[src/rtl/ddr4_cmd_sequencer.sv]
// Single-request DDR4 command sequencer: ACT -> RD/WR -> burst -> PRE, one open row at a time.
// Command/control outputs are registered from the next state; dq_out follows wdata during write beats.
module ddr4_cmd_sequencer #(
  parameter int ADDRWIDTH     = 17,
  parameter int BANKGROUPS    = 4,
  parameter int BGWIDTH       = $clog2(BANKGROUPS),
  parameter int BANKSPERGROUP = 4,
  parameter int BAWIDTH       = $clog2(BANKSPERGROUP),
  parameter int COLS          = 1024,
  parameter int CADDRWIDTH    = $clog2(COLS),
  parameter int DQWIDTH       = 72,
  parameter int BL            = 8,
  parameter int T_RCD         = 15,
  parameter int T_CL          = 15,
  parameter int T_CWL         = 11,
  parameter int T_RP          = 15,
  parameter int INIT_CYCLES   = 5
) (
  input  logic                  ck_t,
  input  logic                  reset_n,
  input  logic                  req_valid,
  output logic                  req_ready,
  input  logic                  req_write,
  input  logic [BGWIDTH-1:0]    req_bg,
  input  logic [BAWIDTH-1:0]    req_ba,
  input  logic [ADDRWIDTH-1:0]  req_row,
  input  logic [CADDRWIDTH-1:0] req_col,
  input  logic [DQWIDTH-1:0]    wdata,
  output logic                  wdata_ready,
  output logic                  rd_strobe,
  output logic                  busy,
  output logic                  cke,
  output logic                  cs_n,
  output logic                  act_n,
  output logic [ADDRWIDTH-1:0]  A,
  output logic [BGWIDTH:0]      bg,
  output logic [BAWIDTH:0]      ba,
  output logic [DQWIDTH-1:0]    dq_out,
  output logic                  dq_oe
);

  localparam int CNT_W = 16;
  localparam logic [CNT_W-1:0] INIT_LAST = CNT_W'(INIT_CYCLES - 1);
  localparam logic [CNT_W-1:0] TRCD_LAST = CNT_W'(T_RCD - 2);
  localparam logic [CNT_W-1:0] CL_LAST   = CNT_W'(T_CL - 2);
  localparam logic [CNT_W-1:0] CWL_LAST  = CNT_W'(T_CWL - 2);
  localparam logic [CNT_W-1:0] BL_LAST   = CNT_W'(BL - 1);
  localparam logic [CNT_W-1:0] TRP_LAST  = CNT_W'(T_RP - 2);

  typedef enum logic [3:0] {
    ST_INIT, ST_IDLE, ST_ACT, ST_TRCD, ST_CAS, ST_CASLAT, ST_BURST, ST_PRE, ST_TRP
  } state_t;

  state_t                  state_r, state_s;
  logic [CNT_W-1:0]        cnt_r, cnt_s;
  logic                    accept_s;
  logic                    wr_r, wr_s;
  logic [BGWIDTH-1:0]      bg_lat_r, bg_lat_s;
  logic [BAWIDTH-1:0]      ba_lat_r, ba_lat_s;
  logic [ADDRWIDTH-1:0]    row_r, row_s;
  logic [CADDRWIDTH-1:0]   col_r, col_s;

  logic                    cke_r, cs_n_r, cs_n_s, act_n_r, act_n_s;
  logic [ADDRWIDTH-1:0]    a_r, a_s;
  logic [BGWIDTH:0]        bg_r, bg_s;
  logic [BAWIDTH:0]        ba_r, ba_s;
  logic                    dq_oe_r, dq_oe_s, wdata_ready_r, wdata_ready_s;
  logic                    rd_strobe_r, rd_strobe_s, req_ready_r, req_ready_s, busy_r, busy_s;

  // A16..A14 carry RAS_n/CAS_n/WE_n; A10 low selects no auto-precharge
  function automatic logic [ADDRWIDTH-1:0] cas_addr(input logic wr, input logic [CADDRWIDTH-1:0] col);
    logic [ADDRWIDTH-1:0] a;
    a = {ADDRWIDTH{1'b0}};
    a[CADDRWIDTH-1:0] = col;
    a[10] = 1'b0;
    if (wr) begin
      a[16:14] = 3'b100;
    end else begin
      a[16:14] = 3'b101;
    end
    return a;
  endfunction

  function automatic logic [ADDRWIDTH-1:0] pre_addr();
    logic [ADDRWIDTH-1:0] a;
    a = {ADDRWIDTH{1'b0}};
    a[16:14] = 3'b010;
    return a;
  endfunction

  assign accept_s = (state_r == ST_IDLE) && req_valid;

  // Request fields as they will be after this edge (fresh on acceptance)
  always_comb begin
    if (accept_s) begin
      wr_s     = req_write;
      bg_lat_s = req_bg;
      ba_lat_s = req_ba;
      row_s    = req_row;
      col_s    = req_col;
    end else begin
      wr_s     = wr_r;
      bg_lat_s = bg_lat_r;
      ba_lat_s = ba_lat_r;
      row_s    = row_r;
      col_s    = col_r;
    end
  end

  // State, counter and latched request registers
  always_ff @(posedge ck_t or negedge reset_n) begin
    if (!reset_n) begin
      state_r  <= ST_INIT;
      cnt_r    <= {CNT_W{1'b0}};
      wr_r     <= 1'b0;
      bg_lat_r <= {BGWIDTH{1'b0}};
      ba_lat_r <= {BAWIDTH{1'b0}};
      row_r    <= {ADDRWIDTH{1'b0}};
      col_r    <= {CADDRWIDTH{1'b0}};
    end else begin
      state_r  <= state_s;
      cnt_r    <= cnt_s;
      wr_r     <= wr_s;
      bg_lat_r <= bg_lat_s;
      ba_lat_r <= ba_lat_s;
      row_r    <= row_s;
      col_r    <= col_s;
    end
  end

  // Next state; the counter restarts from zero on every state change
  always_comb begin
    state_s = state_r;
    case (state_r)
      ST_INIT:   if (cnt_r == INIT_LAST) state_s = ST_IDLE; else state_s = ST_INIT;
      ST_IDLE:   if (req_valid) state_s = ST_ACT; else state_s = ST_IDLE;
      ST_ACT:    state_s = ST_TRCD;
      ST_TRCD:   if (cnt_r == TRCD_LAST) state_s = ST_CAS; else state_s = ST_TRCD;
      ST_CAS:    state_s = ST_CASLAT;
      ST_CASLAT: if (cnt_r == (wr_r ? CWL_LAST : CL_LAST)) state_s = ST_BURST; else state_s = ST_CASLAT;
      ST_BURST:  if (cnt_r == BL_LAST) state_s = ST_PRE; else state_s = ST_BURST;
      ST_PRE:    state_s = ST_TRP;
      ST_TRP:    if (cnt_r == TRP_LAST) state_s = ST_IDLE; else state_s = ST_TRP;
      default:   state_s = ST_INIT;
    endcase
    if (state_s != state_r) begin
      cnt_s = {CNT_W{1'b0}};
    end else begin
      cnt_s = cnt_r + {{(CNT_W-1){1'b0}}, 1'b1};
    end
  end

  // Output decode from the next state so the registered pins line up with it
  always_comb begin
    cs_n_s        = 1'b1;
    act_n_s       = 1'b1;
    a_s           = {ADDRWIDTH{1'b0}};
    bg_s          = bg_r;
    ba_s          = ba_r;
    dq_oe_s       = 1'b0;
    wdata_ready_s = 1'b0;
    rd_strobe_s   = 1'b0;
    req_ready_s   = (state_s == ST_IDLE);
    busy_s        = (state_s != ST_IDLE) && (state_s != ST_INIT);
    case (state_s)
      ST_ACT: begin
        cs_n_s  = 1'b0;
        act_n_s = 1'b0;
        a_s     = row_s;
        bg_s    = {1'b0, bg_lat_s};
        ba_s    = {1'b0, ba_lat_s};
      end
      ST_CAS: begin
        cs_n_s = 1'b0;
        a_s    = cas_addr(wr_s, col_s);
        bg_s   = {1'b0, bg_lat_s};
        ba_s   = {1'b0, ba_lat_s};
      end
      ST_PRE: begin
        cs_n_s = 1'b0;
        a_s    = pre_addr();
        bg_s   = {1'b0, bg_lat_s};
        ba_s   = {1'b0, ba_lat_s};
      end
      ST_BURST: begin
        if (wr_s) begin
          dq_oe_s       = 1'b1;
          wdata_ready_s = 1'b1;
        end else begin
          rd_strobe_s   = 1'b1;
        end
      end
      default: begin
        cs_n_s = 1'b1;
      end
    endcase
  end

  // Registered DIMM and handshake outputs
  always_ff @(posedge ck_t or negedge reset_n) begin
    if (!reset_n) begin
      cke_r         <= 1'b0;
      cs_n_r        <= 1'b1;
      act_n_r       <= 1'b1;
      a_r           <= {ADDRWIDTH{1'b0}};
      bg_r          <= {(BGWIDTH+1){1'b0}};
      ba_r          <= {(BAWIDTH+1){1'b0}};
      dq_oe_r       <= 1'b0;
      wdata_ready_r <= 1'b0;
      rd_strobe_r   <= 1'b0;
      req_ready_r   <= 1'b0;
      busy_r        <= 1'b0;
    end else begin
      cke_r         <= 1'b1;
      cs_n_r        <= cs_n_s;
      act_n_r       <= act_n_s;
      a_r           <= a_s;
      bg_r          <= bg_s;
      ba_r          <= ba_s;
      dq_oe_r       <= dq_oe_s;
      wdata_ready_r <= wdata_ready_s;
      rd_strobe_r   <= rd_strobe_s;
      req_ready_r   <= req_ready_s;
      busy_r        <= busy_s;
    end
  end

  // Write data passes straight through while a write beat is on the bus
  always_comb begin
    if ((state_r == ST_BURST) && wr_r) begin
      dq_out = wdata;
    end else begin
      dq_out = {DQWIDTH{1'b0}};
    end
  end

  assign cke         = cke_r;
  assign cs_n        = cs_n_r;
  assign act_n       = act_n_r;
  assign A           = a_r;
  assign bg          = bg_r;
  assign ba          = ba_r;
  assign dq_oe       = dq_oe_r;
  assign wdata_ready = wdata_ready_r;
  assign rd_strobe   = rd_strobe_r;
  assign req_ready   = req_ready_r;
  assign busy        = busy_r;

endmodule

[config.mk]
export PLATFORM = sky130hd
export DESIGN_NAME = ddr4_cmd_sequencer
export DESIGN_NICKNAME = d
export VERILOG_FILES = /design/src/rtl/ddr4_cmd_sequencer.sv
export SDC_FILE = /design/constraint.sdc
export NUM_CORES = 1
export LEC_CHECK = 0
export ABC_AREA = 1
export CAP_MARGIN = 20
export CORE_MARGIN = 5
export CORE_UTILIZATION = 25
export CTS_CLUSTER_SIZE = 40
export DETAILED_ROUTE_END_ITERATION = 6
export HOLD_SLACK_MARGIN = 0.1
export PLACE_DENSITY = 0.59
export REMOVE_ABC_BUFFERS = 1
export SLEW_MARGIN = 25
export SYNTH_ARGS = -nofsm -noshare
export SYNTH_HDL_FRONTEND = slang
export SYNTH_SLANG_ARGS = --single-unit
[constraint.sdc]
create_clock -name ck_t -period 2.1 [get_ports ck_t]
set_input_delay 0.42 -clock ck_t [delete_from_list [all_inputs] [get_ports ck_t]]
set_output_delay 0.42 -clock ck_t [all_outputs]
set_load 0.005 [all_outputs]
* Word level (Yosys, flattened, before mapping)
Index checks and enable logic that the tools add are counted.
** Storage, ports and cells
- Output and inout port bits :: 103
- Input port bits :: 107
- Bits in registers :: 80
- Logic and storage cells :: 66
** Cells by class
- Equal/unequal tests :: 19
- Multiplexer cells :: 23
- Reduce and logical (&&, ||, !) cells :: 6
- Add/subtract/negate cells :: 1
** Operators by type and width (number)
- 2-to-1 mux 72 bit :: 1
- case mux 17 bit (3 select lines) :: 1
- case mux 4 bit (9 select lines) :: 1
- equality test 16 x 3 -> 1 bit (second input constant) :: 2
- equality test 4 x 3 -> 1 bit (second input constant) :: 7
- 2-to-1 mux 17 bit :: 1
- adder 16 x 1 -> 16 bit (second input constant) :: 1
- equality test 16 x 4 -> 1 bit :: 1
- equality test 16 x 4 -> 1 bit (second input constant) :: 1
- 2-to-1 mux 16 bit :: 1
- equality test 4 x 2 -> 1 bit (second input constant) :: 3
- 2-to-1 mux 1 bit :: 10
- 2-to-1 mux 10 bit :: 1
- equality test 4 x 1 -> 1 bit (second input constant) :: 2
- 2-to-1 mux 2 bit :: 4
- 2-to-1 mux 3 bit :: 2
- equality test 4 bit (second input constant) :: 1
- logical NOT 4 bit :: 1
- 2-to-1 mux 4 bit :: 1
- != test 4 x 1 -> 1 bit (second input constant) :: 1
- != test 4 bit :: 1
- nonzero test 4 bit :: 1
- logical AND 1 bit :: 3
- OR reduction 3 bit :: 1

* Longest topological paths before layout
- Depth after elaboration :: 7
- Depth in mapped cells :: 16
- Depth with buffers taken out :: 15

* Least setup slack after synthesis
Ideal clock, no wire load.
- Kind :: register to register
- Start :: reg cnt_r[1]
- End :: reg cnt_r[11]
- Arrival time :: 1580 ps
- Cell stages (with the launch flop) :: 15
- Slack :: 400 ps
- Period minus slack after synthesis :: 1700 ps
- Path buffers :: 1
- Required time :: 1980 ps
- Cell sequence :: dfrtp_1 > inv_1 > ha_1 > inv_1 > nor2_2 > nand3_2 > nand2_2 > nand2_1 > nor2_2 > nand2_2 > nand2_1 > nand2_2 > nand2_4 > buf_8 > nor2_2
** Between the ends
- Word-level cells in the longest chain between the ends :: 5
- Elaborated cells between the ends (all ways) :: 13
- Those cells by class :: 1 x add/sub; 5 x eq/ne; 7 x mux
** RTL lines
- from (decl) :: RTL line 55 : logic [CNT_W-1:0] cnt_r, cnt_s;
- from (signal assigned) :: RTL line 114 : cnt_r <= {CNT_W{1'b0}};
- from (signal assigned) :: RTL line 122 : cnt_r <= cnt_s;
- equality test 16 x 4 -> 1 bit, or another cell as far along :: RTL line 138, 143
- 2-to-1 mux 4 bit, or another cell as far along :: RTL line 143 : ST_TRP: if (cnt_r == TRP_LAST) state_s = ST_IDLE; else state_s = ST_TRP;
- case mux 4 bit (9 select lines) * :: RTL line 134 : case (state_r)
- named net state_s[0] :: RTL line 54 : state_t state_r, state_s;
- != test 4 bit * :: RTL line 146 : if (state_s != state_r) begin
- 2-to-1 mux 16 bit * :: RTL line 146
- named net cnt_s[11] :: RTL line 55
Mark *: on every way through the listed nets, which the timed path passes. The rest lies on a longest branch.
A chain may end at the register's enable or synchronous reset.

* Final worst setup path
- Start :: reg state_r[3]
- End :: out dq_out[7]
** Between the ends
- Word-level cells in the longest chain between the ends :: 3
** RTL lines
- from (decl) :: RTL line 54
- from (signal assigned) :: RTL line 121 : state_r <= state_s;
- equality test 4 x 3 -> 1 bit :: RTL line 230 : if ((state_r == ST_BURST) && wr_r) begin
- logical AND 1 bit :: RTL line 230
- 2-to-1 mux 72 bit :: RTL line 230
- to (decl) :: RTL line 38 : output logic [DQWIDTH-1:0] dq_out,
No other way between the ends.

==> results.md <==
* Tot GR Track Use at 14.4%
* DR WL/cell at between 10 and 15 um
* CTS root buf: clkbuf_16
* Layout Nets at 847
* Post-route cell area at 6480 sq um
* Min Tclk post-route at 2.16 ns
* Die area at 16,600 sq um
* CP endpoint kind: output port
* Synth Area per Inst at 7.05 sq um
* Placed Area at between 5000 and 6000 sq um
* Final setup margin at -0.0582 ns
* Share of layout cells above drive strength 1 at 29.6%
* FMAX at ~0.46 GHz
* Die W at 129 um
* 1st-pass router iterations at 4
* Maxcap violations at 0
* Area overhead of the layout relative to synthesis at 83.6%
* Crit Path Class: reg2out
* Global-route wire length before repair at 19,200 um
* Leading area contributor after synthesis: dfrtp_1
* Final hold viol count at 0
* Yosys warnings at 0
* Synth area leaders: dfrtp_1 (43%), inv_1 (13%), nor2_1 (11%), nand2_1 (7.4%), o21ai_0 (3.0%)
* Worst Hold Class: in2async
* Largest net degree at the start of global routing at 64
* Antenna viol nets, final at 0
* Worst Setup Start Kind: flop
* Initial antenna violation count at 0
* Vias per cell at 4.15
* Max clock buf depth at 2
* Post-synth top cells: inv_1 (123), nor2_1 (106), nand2_1 (70), dfrtp_1 (61), o21ai_0 (21)
* Worst vdd ir at ~460 uV
* Period utilization at 103%
* Routability Congestion at ~0.90
* Fin. max-slew vios at 0
* Outcome: finished, violations left
* Total grt overflow at 0
* Number of port buffers at 207
* Footprint of the multi-input gates at 1650 sq um
* Synthesized area at roughly 3500 sq um
* RSZ-0062 raised after global routing: true
* Via count at 3,828
* Vias in the first global route at 3,899
* Fin cells at 923
* Layout fillers at 1,330
* Top-area cell type share of the netlist area at 43.3%
* Register-to-register setup slack at about 0.14 ns
* PwrDens at ~450 nW/um^2
* Async SR Flop Fraction at 100%
* Hold Slack at about 0.10 ns
* CP required at 1.68 ns
* DRT iter0 DRCs at approximately 100
* Leakage power at 3.55 nW
* Post-synthesis sequential area ratio at 44.8%
* Initial core utilization at roughly a quarter
* Overall routed net length at about 12,000 um
* Top-count cell post-synth: inv_1
* Die height at between 100 and 150 um
* CTS clk-pin slew, worst paths at 0.05 ns
* Sequential cell area at 1580 sq um
* Detailed Place HPWL at between 9000 and 10,000 um
* Clk_lat worst skew at 0.32 ns
* CP max FO at 8
* TritonCTS buffer count at 9
* Yosys reg bits at 63
* Final setup fails at 30
* CTS tree: done
* Core footprint at 13,900 sq um
* H-tree levels at 3
* Synth unique cells at 29
* I/O pin count at 210
* Drt drc at 0
* Synth Flop Type: dfrtp_1
* Post-synth EDFFs at 0
* Inserted Diodes at 0
* Sink Count at 63
* Failing checks: setup timing
* Placed Instances at roughly 880
* CP Data Arrival Time at 1.74 ns
* Rows at 43
* Synthesized instance count at 500
* Clock Skew at 0.00673 ns
report_power, final:
part / total [W] / internal [W] / switching, W
clock: 0.00144 / 0.000913 / 0.000524
combinational: 0.000280 / 0.000188 / 0.0000920
sequential: 0.00122 / 0.00122 / 0.000000240
total: 0.00293 / 0.00232 / 0.000616
final timing paths:
check / end / cells after the start / from
max: dq_out[7] / 11 / state_r[3]$_DFF_PN0_
min: cnt_r[7]$_DFF_PN0_ / 2 / reset_n
max reg2reg: cnt_r[4]$_DFF_PN0_ / 12 / state_r[3]$_DFF_PN0_
min reg2reg: ba_lat_r[1]$_DFF_PN0_ / 2 / ba_lat_r[1]$_DFF_PN0_
max in group asynchronous: act_n$_DFF_PN1_ / 2 / reset_n
min in group ck_t: ba_lat_r[1]$_DFF_PN0_ / 2 / ba_lat_r[1]$_DFF_PN0_
state kept, by name (all words and copies together), names as in the netlist:
signal and count:
bg_lat_r 2, state_r 4, busy 1, col_r 10, A 17, cnt_r 16
cs_n 1, req_ready 1, ba_lat_r 2, wdata_ready 1, bg 2, wr_r 1
cke 1, ba 2, rd_strobe 1, act_n 1
worst max-delay path, cell delays in order, from the launching register on:
cell	delay (ns)
dfrtp_1	0.38
inv_2	0.06
nand2_2	0.05
inv_2	0.08
nand2_4	0.06
inv_4	0.07
nand2_8	0.07
buf_12	0.14
buf_12	0.14
buf_16	0.14
nor2_1	0.09
buf_2	0.12
through the flow:
step	util [%]	total power (W)	worst slack [ns]	setup TNS, ns
after CTS	45.9	0.00296	-0.144	-2.13
after detailed placement	42.3	0.00150	-0.0185	-0.0185
after floorplan	-	0.00127	-0.244	-17.55
after global routing	46.7	0.00307	-0.153	-4.86
final	46.7	0.00293	-0.0582	-0.679
after global placement	42.3	0.00150	0.0187	0
cell type report:
cell class / count / area share, %
repair buffers: 244 / 34.6
multi-input cells: 290 / 25.4
flip-flops and latches: 63 / 24.4
inverters: 130 / 7.63
clock buffers: 10 / 3.54
well taps: 180 / 3.48
clock inverters: 6 / 0.947
layer usage:
metal	share of wire, %	GRT usage (%)	vias to the layer above
li1	-	-	1927
met1	36	15.2	1731
met2	53	26.6	153
met3	10	5.23	17
met4	1.5	4.32	0
met5	0	0	-
cell usage in the layout, fill, tap and decap left out, types with 16 or more instances in the layout:
cell / Yosys / layout
o21ai_0: 21 / 21
dfrtp_1: 61 / 61
nor2_4: 2 / 27
inv_1: 123 / 121
nor2_1: 106 / 56
nor2_2: 15 / 40
nand3_1: 16 / 16
nand2_1: 70 / 68
clkdlybuf4s50_1: 0 / 134
buf_4: 3 / 20
buf_2: 0 / 59
cell families (layout without fill, tap and decap cells):
logic type / after synthesis / count (layout) / synth area share [%]
AO/OA/AOI/OAI: 34 / 34 / 5.21
XOR/XNOR: 9 / 9 / 2.23
buffers and inverters: 148 / 390 / 16.4
other: 2 / 3 / 0.213
flip-flops: 63 / 63 / 44.8
adder cells (fa/ha/maj): 2 / 2 / 0.709
AND/OR/NAND/NOR: 242 / 242 / 30.4
what timing repair did:
| action | 4_1_cts | 5_1_grt |
|---|---|---|
| setup buffers | 17 | 3 |
| pin swaps | 2 | 2 |
| hold buffers | 0 | 0 |
| setup endpoints to repair | 72 | 78 |
| gates cloned | 5 | 0 |
| resized for setup | 318 | 62 |
Note: power is estimated with default switching activity, not from simulation.
